--- src/rtl/ring_matvec.sv ---
// Systolic-ring matrix-vector engine: N PEs each hold one x element and one accumulator,
// consuming one matrix diagonal per accepted beat while the x ring rotates by one lane.
module ring_matvec #(
   parameter int N      = 4,
   parameter int W      = 16,
   parameter int ACC_W  = 2*W+$clog2(N),
   parameter bit SIGNED = 1'b1
) (
   input  logic               clk,
   input  logic               reset,
   input  logic               load,
   input  logic [N*W-1:0]     x_init,
   input  logic               a_valid,
   input  logic [N*W-1:0]     a,
   output logic               a_ready,
   output logic               busy,
   output logic               done,
   output logic [N*ACC_W-1:0] y
);

   localparam int KW = $clog2(N);

   typedef enum logic [1:0] {IDLE, RUN, DONE} state_t;

   state_t             state_q;
   logic [W-1:0]       xr_q   [N];
   logic [ACC_W-1:0]   acc_q  [N];
   logic [ACC_W-1:0]   acc_d  [N];
   logic [2*W-1:0]     prod   [N];
   logic [KW-1:0]      k_q;
   logic [N*ACC_W-1:0] y_q;
   logic               aReady_q;
   logic               busy_q;
   logic               done_q;

   logic beatAccepted;
   assign beatAccepted = (state_q == RUN) && a_valid;

   // Operands are widened to 2W first so the low 2W bits of the product are exact in both modes.
   always_comb begin
      for (int i = 0; i < N; i++) begin
         prod[i]  = '0;
         acc_d[i] = acc_q[i];
         if (SIGNED) begin
            prod[i]  = $signed({{W{a[i*W+W-1]}}, a[i*W +: W]})
                     * $signed({{W{xr_q[i][W-1]}}, xr_q[i]});
            acc_d[i] = acc_q[i] + {{(ACC_W-2*W){prod[i][2*W-1]}}, prod[i]};
         end else begin
            prod[i]  = {{W{1'b0}}, a[i*W +: W]} * {{W{1'b0}}, xr_q[i]};
            acc_d[i] = acc_q[i] + {{(ACC_W-2*W){1'b0}}, prod[i]};
         end
      end
   end

   always_ff @(posedge clk) begin
      if (reset) begin
         state_q  <= IDLE;
         k_q      <= '0;
         y_q      <= '0;
         aReady_q <= 1'b0;
         busy_q   <= 1'b0;
         done_q   <= 1'b0;
         for (int i = 0; i < N; i++) begin
            xr_q[i]  <= '0;
            acc_q[i] <= '0;
         end
      end else begin
         done_q <= 1'b0;
         case (state_q)
            IDLE: begin
               if (load) begin
                  state_q  <= RUN;
                  k_q      <= '0;
                  aReady_q <= 1'b1;
                  busy_q   <= 1'b1;
                  for (int i = 0; i < N; i++) begin
                     xr_q[i]  <= x_init[i*W +: W];
                     acc_q[i] <= '0;
                  end
               end
            end
            RUN: begin
               if (beatAccepted) begin
                  k_q <= k_q + 1'b1;
                  for (int i = 0; i < N; i++) begin
                     acc_q[i] <= acc_d[i];
                     xr_q[i]  <= xr_q[(i+1) % N];
                  end
                  if (k_q == KW'(N-1)) begin
                     state_q  <= DONE;
                     aReady_q <= 1'b0;
                  end
               end
            end
            DONE: begin
               state_q <= IDLE;
               busy_q  <= 1'b0;
               done_q  <= 1'b1;
               for (int i = 0; i < N; i++) begin
                  y_q[i*ACC_W +: ACC_W] <= acc_q[i];
               end
            end
            default: state_q <= IDLE;
         endcase
      end
   end

   assign a_ready = aReady_q;
   assign busy    = busy_q;
   assign done    = done_q;
   assign y       = y_q;

endmodule

--- config.mk ---
export PLATFORM = sky130hd
export DESIGN_NAME = ring_matvec
export DESIGN_NICKNAME = d
export VERILOG_FILES = /design/src/rtl/ring_matvec.sv
export SDC_FILE = /design/constraint.sdc
export NUM_CORES = 2
export LEC_CHECK = 0
export CAP_MARGIN = 20
export CORE_MARGIN = 3
export CORE_UTILIZATION = 33
export CTS_BUF_LIST = sky130_fd_sc_hd__clkbuf_8
export CTS_CLUSTER_DIAMETER = 60
export DETAILED_ROUTE_END_ITERATION = 10
export SLEW_MARGIN = 5
export SYNTH_ARGS = -nofsm -noshare
export SYNTH_HDL_FRONTEND = slang
export SYNTH_SLANG_ARGS = --single-unit
--- constraint.sdc ---
create_clock -name clk -period 13.7 [get_ports clk]
set_input_delay 3.425 -clock clk [delete_from_list [all_inputs] [get_ports clk]]
set_output_delay 3.425 -clock clk [all_outputs]
set_load 0.02 [all_outputs]
==> reports/qor.json <==
{
  "run_status": "completed",
  "final_cycle_share_pct": 90.2,
  "final_net_count": 8128,
  "detail_route.iter0.violations": 2345,
  "io_buffer_count": 270,
  "clkSinkCount": 343,
  "clk_pin_slew_worst_paths_ns": 0.06,
  "gr-total-overflow": 0,
  "via_count_of_the_first_global_routing_pass": 46700,
  "timing_worst_setup_path_type": "input pin to flip-flop",
  "final_cell_area_um2": 64400,
  "max-slew-margin-rel_pct": 25.3,
  "netlist.top_cell.by_area": "fa_1",
  "cp.required_ns": 14.24,
  "synth_top_cell_area_share_pct": 36.6,
  "worst-slew-pin-transition_ns": 1.09,
  "path_common_cell": "fa_1",
  "placed_cell_areas_um2": 62700,
  "synth.cell_area_um2": 57600,
  "synthFlopType": "dfxtp_1",
  "synth_async_sr_flop_share_pct": 0,
  "mappedNetlistNets": 7970,
  "drv_cap": 0,
  "finalHoldViolations": 0,
  "starting_density_of_the_core_pct": 33.4,
  "setup_repair_after_global_routing_missed_its_margin": "false",
  "timing.hold.worst.class": "flip-flop to flip-flop",
  "post_cts_resized": 0,
  "number_of_distinct_library_cells_after_synthesis": 83,
  "dr_total_vias": 43600,
  "crit_path_end_kind": "flip-flop",
  "post_synth_most_frequent_cells": "inv_1, fa_1, nand2_1",
  "postSynthRegisterBits": 343,
  "setup_total_negative_slack_ns": 0,
  "final_max_tran_viols": 0,
  "max_clock_freq_mhz": 81.0,
  "cts_setup_buffers": 0,
  "tritoncts": "yes",
  "sum_of_net_half_perimeters_after_detailed_placement_mm": 136,
  "setup_violations": 0,
  "cp.depth": 33,
  "worstSkewPairLatency_ns": 0.81,
  "gp_congestion": 0.880,
  "crit_path_max_incr_delay_ns": 1.00,
  "antenna_left": 0,
  "cp.arrival_ns": 12.89,
  "synth_most_common_cell": "inv_1",
  "chipHeight_um": 424,
  "nFillCells": 17600,
  "seq_area_frac_synth_pct": 14.8,
  "synthesis.yosys.warnings": 0,
  "cts-htree-levels": 3,
  "post_synth.cell_area_avg_um2": 9.11,
  "detail_route.wl_per_cell_um": 19.2,
  "via_per_inst": 4.90,
  "cts_hold_buffers": 0,
  "largest_net_degree_at_the_start_of_global_routing": 77,
  "worst-path-max-fanout": 16,
  "finalClockSkew_ns": 0.0827,
  "grt_pass1_wl_mm": 267,
  "initial_antenna_violation_count": 37,
  "die-width_um": 424,
  "synth_area_leaders": "fa_1, ha_1, edfxtp_1, inv_1, dfxtp_1",
  "critPathBufInv": 4,
  "reg2regPathDepth": 32,
  "clockBufferDepth": 3,
  "gr-usage-all-layers_pct": 19.1,
  "drt_drc_violations_left": 0,
  "tritoncts.num_buffers": 77,
  "number_of_synthesized_flops_with_an_enable_pin": 166,
  "synth_cells": 6324,
  "whs_ns": 0.453,
  "firstDrtPassIters": 5,
  "wl_mm": 170,
  "pin_count": 271,
  "worst_hold_path.num_cells": 2,
  "fp.dieArea_um2": 180000,
  "post_route_cells_drive_above_1_share_pct": 3.03,
  "area_of_the_core_um2": 172000,
  "crit_family": "adder cells",
  "placement_rows": 152,
  "clock_tree.root_cell": "clkbuf_8",
  "area_overhead_vs_synth_pct": 11.7,
  "cp-start-kind": "input pin",
  "r2r_setup_slack_ns": 3.97,
  "finalCriticalPeriod_ns": 12.35,
  "slowest_stage_cell_crit_path": "clkdlybuf4s50_1"
}
-- flip-flops by register name (all words and copies together), names as in the netlist --
register and flops:
k_q 2, state_q 2, xr_q 64, done 1, y 136, acc_q 136
busy 1, a_ready 1
-- per-stage QoR --
stage          cells  util, %  worst slack, ns
4_1_cts         8854     37.3             1.67
3_5_place_dp    8713     36.3            0.797
2_1_floorplan   6324        -             2.73
3_3_place_gp    8713     36.3            0.877
6_report        8882     37.3             1.35
5_1_grt         8878     37.3            0.915
-- cell usage in the layout, fill, tap and decap left out, types with 24 or more instances in the layout --
cell type,count
a31oi_1,31
nor3_1,46
o21ai_0,112
and3_1,25
buf_4,39
diode_2,28
inv_1,1224
dfxtp_1,177
o21a_1,51
a22o_1,60
o21bai_1,36
nor2_1,222
xnor2_1,163
nand2b_1,51
edfxtp_1,166
a21o_1,106
nor2b_1,24
nand3_1,39
fa_1,1052
and2_1,484
a21oi_1,348
ha_1,462
clkdlybuf4s50_1,269
xor2_1,72
clkbuf_8,89
nand2_1,928
a211oi_1,29
-- path summary, 6_finish.rpt --
check	start	endpoint
max	a[25]	acc_q[1][33]
min	y[112]	y[112]
max reg2reg	xr_q[1][1]	acc_q[1][33]
min reg2reg	y[112]	y[112]
-- layer usage --
| metal | vias up | wire length (µm) | global-route usage [%] | part of all wire [%] |
|---|---|---|---|---|
| met3 | 295 | 8710 | 3.01 | 5.1 |
| met4 | 8 | 7610 | 9.29 | 4.5 |
| li1 | 20100 | - | - | - |
| met5 | - | 48 | 0 | 0.028 |
| met2 | 997 | 84900 | 33.0 | 50 |
| met1 | 22200 | 69000 | 23.2 | 41 |
-- cell type report --
cell class / count / area [µm²] / share of cell area [%]
Multi-Input combinational cell: 4544 / 43700 / 67.9
Tap cell: 2310 / 2890 / 4.49
Timing Repair Buffer: 309 / 3000 / 4.66
Clock buffer: 89 / 1220 / 1.90
Sequential cell: 343 / 8530 / 13.2
Inverter: 1207 / 4530 / 7.04
Antenna cell: 28 / 70.1 / 0.109
Clock inverter: 52 / 399 / 0.620
-- cells by family after synthesis --
group                      count (synthesis)  share of synthesized area [%]
and+or+nand+nor                         1899                           15.5
adders and majority gates               1514                           46.6
buffers and inverters                   1437                           9.36
AOI/OAI and AO/OA                        888                           9.92
DFF                                      343                           14.8
xor gates and xnor gates                 239                           3.72
muxes                                      4                         0.0695
-- worst min-delay path: stages, from the launching register on --
cell,delay [ns]
dfxtp_1,0.30
nand2_1,0.05
a21oi_1,0.05
Power is not shown: default switching activity piles up to over one toggle a cycle in this logic, so the estimate is an artifact.
